`config.mk`:
```
export PLATFORM = sky130hd
export DESIGN_NAME = decode_stage
export DESIGN_NICKNAME = d
export VERILOG_FILES = /design/src/rtl/decode_stage.sv
export SDC_FILE = /design/constraint.sdc
export NUM_CORES = 1
export LEC_CHECK = 0
export CAP_MARGIN = 5
export CORE_MARGIN = 2
export CORE_UTILIZATION = 30
export DETAILED_ROUTE_END_ITERATION = 6
export GPL_TIMING_DRIVEN = 0
export SETUP_SLACK_MARGIN = 0.05
export SYNTH_ARGS = -nofsm -noshare
export SYNTH_HDL_FRONTEND = slang
export SYNTH_SLANG_ARGS = --single-unit
```
`constraint.sdc`:
```
create_clock -name clk -period 2.2 [get_ports clk]
set_clock_uncertainty 0.05 [all_clocks]
set_input_delay 0.22 -clock clk [delete_from_list [all_inputs] [get_ports clk]]
set_output_delay 0.22 -clock clk [all_outputs]
set_load 0.05 [all_outputs]
```
`src/rtl/decode_stage.sv`:
```
// MIPS instruction-decode stage: register read with WB bypass, load-use hazard detection,
// control decode and the ID/EX pipeline register with stall, flush and sticky halt.
module decode_stage #(
  parameter logic [5:0]  HALT_OP = 6'h3F,
  parameter int unsigned CNT_W   = 16
) (
  input  logic             clk,
  input  logic             nRST,
  input  logic             ifid_valid,
  input  logic [31:0]      ifid_instr,
  input  logic [31:0]      ifid_pc,
  output logic             ifid_stall,
  output logic [4:0]       rsel1,
  output logic [4:0]       rsel2,
  input  logic [31:0]      rdat1,
  input  logic [31:0]      rdat2,
  input  logic             wb_wen,
  input  logic [4:0]       wb_wsel,
  input  logic [31:0]      wb_wdat,
  input  logic             ex_ready,
  input  logic             flush,
  output logic             idex_valid,
  output logic [31:0]      idex_pc,
  output logic [31:0]      idex_rsdat,
  output logic [31:0]      idex_rtdat,
  output logic [31:0]      idex_imm,
  output logic [5:0]       idex_opcode,
  output logic [5:0]       idex_funct,
  output logic [4:0]       idex_shamt,
  output logic [4:0]       idex_dest,
  output logic             idex_memread,
  output logic             idex_memwrite,
  output logic             idex_regwrite,
  output logic             halted,
  output logic [CNT_W-1:0] stall_count
);

  typedef enum logic [0:0] {StRun, StHalted} state_e;

  typedef struct packed {
    logic        valid;
    logic [31:0] pc;
    logic [31:0] rsdat;
    logic [31:0] rtdat;
    logic [31:0] imm;
    logic [5:0]  opcode;
    logic [5:0]  funct;
    logic [4:0]  shamt;
    logic [4:0]  dest;
    logic        memread;
    logic        memwrite;
    logic        regwrite;
  } idex_t;

  state_e           state_q;
  idex_t            idex_q;
  idex_t            dec;
  logic [CNT_W-1:0] stall_count_q;
  logic             uses_rs;
  logic             uses_rt;
  logic             hazard;
  logic [5:0]       op;
  logic [4:0]       rs;
  logic [4:0]       rt;
  logic [4:0]       rd;

  assign op    = ifid_instr[31:26];
  assign rs    = ifid_instr[25:21];
  assign rt    = ifid_instr[20:16];
  assign rd    = ifid_instr[15:11];
  assign rsel1 = rs;
  assign rsel2 = rt;

  // Register 0 never bypasses and always reads as zero.
  function automatic logic [31:0] bypass(input logic [4:0] sel, input logic [31:0] rdat,
                                         input logic wen, input logic [4:0] wsel,
                                         input logic [31:0] wdat);
    if (sel == 5'd0) return 32'h0;
    if (wen && wsel == sel) return wdat;
    return rdat;
  endfunction

  always_comb begin
    dec        = '0;
    uses_rs    = 1'b0;
    uses_rt    = 1'b0;
    dec.valid  = ifid_valid;
    dec.pc     = ifid_pc;
    dec.opcode = op;
    dec.funct  = ifid_instr[5:0];
    dec.shamt  = ifid_instr[10:6];
    dec.rsdat  = bypass(rs, rdat1, wb_wen, wb_wsel, wb_wdat);
    dec.rtdat  = bypass(rt, rdat2, wb_wen, wb_wsel, wb_wdat);
    dec.imm    = (op inside {6'h0C, 6'h0D, 6'h0E}) ? {16'h0, ifid_instr[15:0]}
                                                   : {{16{ifid_instr[15]}}, ifid_instr[15:0]};
    case (op)
      6'h00: begin
        dec.dest     = rd;
        dec.regwrite = (ifid_instr[5:0] != 6'h08);
        uses_rs      = 1'b1;
        uses_rt      = 1'b1;
      end
      6'h23: begin
        dec.dest     = rt;
        dec.memread  = 1'b1;
        dec.regwrite = 1'b1;
        uses_rs      = 1'b1;
      end
      6'h2B: begin
        dec.memwrite = 1'b1;
        uses_rs      = 1'b1;
        uses_rt      = 1'b1;
      end
      6'h04, 6'h05: begin
        uses_rs = 1'b1;
        uses_rt = 1'b1;
      end
      6'h08, 6'h09, 6'h0A, 6'h0B, 6'h0C, 6'h0D, 6'h0E, 6'h0F: begin
        dec.dest     = rt;
        dec.regwrite = 1'b1;
        uses_rs      = (op != 6'h0F);
      end
      6'h03: begin
        dec.dest     = 5'd31;
        dec.regwrite = 1'b1;
      end
      default: ;
    endcase
    if (!dec.regwrite) dec.dest = 5'd0;
    if (dec.dest == 5'd0) dec.regwrite = 1'b0;
  end

  assign hazard = idex_q.valid && idex_q.memread && (idex_q.dest != 5'd0) && ifid_valid &&
                  ((uses_rs && rs == idex_q.dest) || (uses_rt && rt == idex_q.dest));

  assign ifid_stall = (state_q == StHalted) || !ex_ready || (!flush && hazard);

  always_ff @(posedge clk or negedge nRST) begin
    if (!nRST) begin
      state_q       <= StRun;
      idex_q        <= '0;
      stall_count_q <= '0;
    end else if (ex_ready) begin
      unique case (state_q)
        StRun: begin
          if (flush) begin
            idex_q.valid <= 1'b0;
          end else if (hazard) begin
            idex_q.valid <= 1'b0;
            if (stall_count_q != '1) begin
              stall_count_q <= stall_count_q + {{(CNT_W-1){1'b0}}, 1'b1};
            end
          end else begin
            idex_q <= dec;
            if (ifid_valid && op == HALT_OP) state_q <= StHalted;
          end
        end
        StHalted: begin
          idex_q.valid <= 1'b0;
          // A flush means the halt was fetched down a mispredicted path.
          if (flush) state_q <= StRun;
        end
        default: state_q <= StRun;
      endcase
    end
  end

  assign idex_valid    = idex_q.valid;
  assign idex_pc       = idex_q.pc;
  assign idex_rsdat    = idex_q.rsdat;
  assign idex_rtdat    = idex_q.rtdat;
  assign idex_imm      = idex_q.imm;
  assign idex_opcode   = idex_q.opcode;
  assign idex_funct    = idex_q.funct;
  assign idex_shamt    = idex_q.shamt;
  assign idex_dest     = idex_q.dest;
  assign idex_memread  = idex_q.memread;
  assign idex_memwrite = idex_q.memwrite;
  assign idex_regwrite = idex_q.regwrite;
  assign halted        = (state_q == StHalted);
  assign stall_count   = stall_count_q;

endmodule
```
Yosys cells after proc, flatten, opt, wreduce, memory -nomap -nowiden
Index checks and enable logic that the tools add are counted.
Word-level totals
  memories: 0
  ROM bits: 0
  RAM bits: 0
  word-level logic and storage cells: 98
  bits in latches: 0
  bits in registers: 171
  output and inout port bits: 182
Cells by class
  equal/unequal tests: 21
  shift operators: 0
  mux-type cells: 31
  reduce and logical (&&, ||, !) cells: 28
  bitwise operators: 3
  add/sub/neg operators: 1
  divide/modulo/power cells: 0
  order comparisons: 0
  $mul: 0
Operators with widths (number)
  32-bit 2-to-1 mux: 9
  6-bit by 4-bit equality test with 1-bit output (second input constant): 8
  5-bit equality test: 4
  6-bit equality test (second input constant): 3
  16-bit by 1-bit adder with 16-bit output (second input constant): 1
  1-bit 2-to-1 mux: 16
  16-bit != test (second input constant): 1
  5-bit zero test: 3
  5-bit one-hot mux with 3 select lines: 1
  6-bit by 3-bit equality test with 1-bit output (second input constant): 2
  6-bit by 4-bit != test with 1-bit output (second input constant): 2
  1-bit logical AND: 10
  10-bit OR reduction: 1
  9-bit OR reduction: 1
  1-bit one-hot mux with 2 select lines: 4
  8-bit OR reduction: 1
  6-bit by 2-bit equality test with 1-bit output (second input constant): 1
  6-bit zero test: 1
  5-bit 2-to-1 mux: 1
  5-bit AND reduction: 1
  5-bit nonzero test: 1
  5-bit OR reduction: 1
  4-bit AND reduction: 1
  4-bit OR reduction: 1
  other kinds (4): 9

Logic depth before layout (Yosys ltp)
  depth in word-level cells: 9
  depth in mapped cells: 10
  gate-level depth less buffers: 7

Worst setup path after synthesis
Ideal clock, no wire load.
  path type: flip-flop to output port
  from: register idex_q, in the netlist idex_dest[1]
  to: output ifid_stall
  data required time: 1.930 ns
  path buffers: 1
  setup slack: -0.804 ns
  arrival: 2.734 ns
  stages on the path, launching flop included: 7
  cells stage by stage: dfrtp_1 nor4_1 a221oi_1 nand2b_1 a21o_1 buf_6 o21ai_0
On the way
  cells in the longest elaborated chain, start to end: 6
  elaborated cells between the ends (all ways): 11
  classes of those cells: 2 x eq/ne; 9 x reduce/logical
Ends and longest elaborated chain
  start, declared: RTL line 56  | idex_t idex_q;
  5-bit equality test or 5-bit nonzero test (tied branches): RTL line 134, 133
  1-bit logical AND (on tied branches): RTL line 134, 133
  1-bit logical OR or 1-bit logical AND (tied branches): RTL line 134, 133
  1-bit logical AND *: RTL line 133  | assign hazard = idex_q.valid && idex_q.memread && (idex_q.dest != 5'd0) && ifid_valid &&
  1-bit logical AND *: RTL line 136  | assign ifid_stall = (state_q == StHalted) || !ex_ready || (!flush && hazard);
  1-bit logical OR *: RTL line 136
  end, declared: RTL line 12  | output logic ifid_stall,
Mark *: on every way between the ends. The rest lies on a longest branch, timed or not.

Final worst setup path
Ends and elaborated chain as after synthesis.

==> reports/qor.csv <==
metric,value,unit
cts-buffers-inserted,17,
timing.hold.ws,0.05110,ns
cts_root_buf,clkbuf_16,
nFillCells,2064,
synthFlopType,dfrtp_1,
critPathMaxFanout,4,
vias,6625,
clock_latency,0.42,ns
first_pass_iters,4,
startpoint_type,flip-flop,
die_w,158.5,um
endpoint_kind,primary output,
fmaxAchievable,0.4017,GHz
synth_top_family_by_area,multiplexers,
p_sw_share,36.92,%
rsz0062_at_grt,yes,
hold_class,in2reg,
synth_fa_ha_area_share,0.1748,%
dp_hpwl,19.34,mm
setup_viol,136,
min_period,2.490,ns
cp.arrival,2.22,ns
place_worst_setup_slack,-1.157,ns
relSlewSlack,54.92,%
synth-simple-area-share,10.61,%
rows,56,
syn_to_final_growth,84.77,%
core_area,23470,um2
intPower,6.159,mW
crit_type,reg2out,
dieArea,25110,um2
dp.cells,1302,
track_usage,21.31,%
p_sw,3.604,mW
synth_edf_count,0,
synth.most_common_cell,dfrtp_1,
async_flop_share,100.0,%
synth-xor-area-share,4.283,%
violations,setup timing,
io_pins,353,
path_clk_slew,0.06,ns
final_antenna_net_count,0,
drc,0,
hold_viol_final,0,
synth_seq_cells,145,
leakage,5.718,nW
start_util,30.49,%
antenna_found_initial,0,
numPortBuffers,350,
grt_pass1_vias,6946,
fin_nets,1222,
cts_tree,yes,
clock_power_share,30.3,%
synth_compound_area_share,9.860,%
dr.first_iter.drc_count,282,
combPwrFrac,37.2,%
synthMuxAreaShare,17.29,%
setup_slack,-0.2895,ns
finalInstanceArea,13220,um2
worstMarginPinSlew,0.6762,ns
syn-instance-count,632,
ys_top_cells_by_count,"dfrtp_1 (145), nand2_1 (85), o31ai_1 (68), mux2i_1 (64), mux2_2 (50)",
netlist-cell-type-count,48,
ir_drop,0.5420,mV
grt_first_pass_wirelength,40.17,mm
yosysTopAreaCellShare,50.70,%
min_period_over_period,113.2,%
fin_util,56.34,%
drive_gt1_share,26.53,%
cts_num_sinks,145,
crit_required,1.93,ns
h-tree-depth,4,
grt_max_degree,77,
synth_warnings,0,
synth_area,7157,um2
grt_overflow,0,
outcome,"complete, but fails checks",
final_cells,1382,
cap_violations,0,
finalMaxSlewViolations,0,
die_h,158.5,um
finalSetupTns,-21.12,ns
vias_per_cell,4.794,
routedWlPerCell,19.92,um
clock_path_buffers,2,
power,9.763,mW
synth_largest_area_cell,dfrtp_1,
place.gp.congestion,0.8085,
syn_area_per_cell,11.32,um2
p_per_area,738.3,nW/um2
seq_area_frac_synth,50.70,%
placed_area,11130,um2
synth_area_leaders,"dfrtp_1 (51%), mux2i_1 (9.0%), mux2_2 (7.9%), o31ai_1 (7.1%), nand2_1 (4.5%)",
wl,27.54,mm
diodes,0,
power.share.sequential,32.5,%
syn-num-nets,804,
repair_timing:
item / 4_1_cts / 5_1_grt
cloned: 10 / 3
endpoints found under the setup margin: 160 / 149
pin swaps: 30 / 22
endpoints found under the hold margin: 69 / 0
hold buffers: 1 / 0
setup buffers: 25 / 11
resized for setup: 204 / 40
placed cells by master (no fill, tap or decap), drive strengths merged, types with 2 or more instances in the layout:
master	n
clkdlybuf4s50	329
dfrtp	145
buf	108
nand2	85
o31ai	68
mux2i	64
mux2	53
clkbuf	37
xor2	32
dlygate4sd2	15
nor2	13
inv	13
nor4	12
nor3	10
o21ai	8
nand3	7
nand4	7
a21oi	4
clkinvlp	4
dlymetal6s2s	4
or3	3
xnor2	3
and3	3
a22o	3
nor2b	3
nand2b	2
o32ai	2
nand4b	2
or4	2
a211oi	2
bufinv	2
clkinv	2
or2	2
a221oi	2
critical path: stages (launching register included):
cell	delay, ns
dfrtp_2	0.45
xor2_1	0.18
nor4_4	0.33
nand3_1	0.17
a21o_4	0.25
buf_12	0.13
o21ai_4	0.12
buf_6	0.17
worst paths after layout:
kind / from / to / slack [ns] / cells after the start
worst max-delay path: idex_dest[1]$_DFFE_PN0P_ / ifid_stall / -0.29 / 7
worst min-delay path: ifid_instr[31] / idex_opcode[5]$_DFFE_PN0P_ / 0.05 / 2
worst max register to register: idex_dest[1]$_DFFE_PN0P_ / idex_pc[13]$_DFFE_PN0P_ / -0.27 / 9
worst min register to register: idex_rtdat[8]$_DFFE_PN0P_ / idex_rtdat[8]$_DFFE_PN0P_ / 0.42 / 2
max in group asynchronous: nRST / stall_count[3]$_DFFE_PN0P_ / 0.98 / 3
min in group asynchronous: nRST / idex_rsdat[11]$_DFFE_PN0P_ / 0.28 / 2
power by group through the flow:
stage | clock network, mW | logic, mW | registers, mW
after CTS | 3.05 | 3.59 | 3.18
after floorplan | 0 | 0.860 | 4.32
after detailed placement | 0 | 3.36 | 3.22
after global placement | 0 | 3.34 | 3.20
final | 2.95 | 3.63 | 3.18
after global routing | 3.15 | 3.79 | 3.22
area by class of cell:
cell class / count / area, um2 / share of cell area (%)
Sequential cell: 145 / 3649 / 27.59
Inverter: 8 / 30.03 / 0.2271
Buffer: 75 / 797.0 / 6.027
Clock buffer: 19 / 432.9 / 3.274
Tap cell: 319 / 399.1 / 3.018
Multi-Input combinational cell: 403 / 3517 / 26.60
Clock inverter: 13 / 153.9 / 1.164
Timing Repair Buffer: 400 / 4245 / 32.10
state kept, by name, summed over array words and instances (netlist names), 5 cells and up:
name,flops
idex_opcode,6
idex_dest,5
stall_count,16
idex_rsdat,32
idex_rtdat,32
idex_pc,32
idex_imm,17
metal layers:
| metal | track usage [%] | routed length (um) | up-vias |
|---|---|---|---|
| met5 | 0 | 0 | - |
| met3 | 6.913 | 2419 | 25 |
| met2 | 36.77 | 13370 | 277 |
| met4 | 4.934 | 295 | 0 |
| li1 | - | - | 3078 |
| met1 | 25.91 | 11450 | 3245 |
logic make-up (layout without fill, tap and decap cells):
| family | Yosys count | in the layout |
|---|---|---|
| compound gates | 95 | 95 |
| mux | 117 | 117 |
| xor+xnor | 35 | 35 |
| buf+inv | 84 | 515 |
| simple gates | 155 | 155 |
| flops | 145 | 145 |
| fa+ha+maj | 1 | 1 |
(Power assumes the default switching activity.)
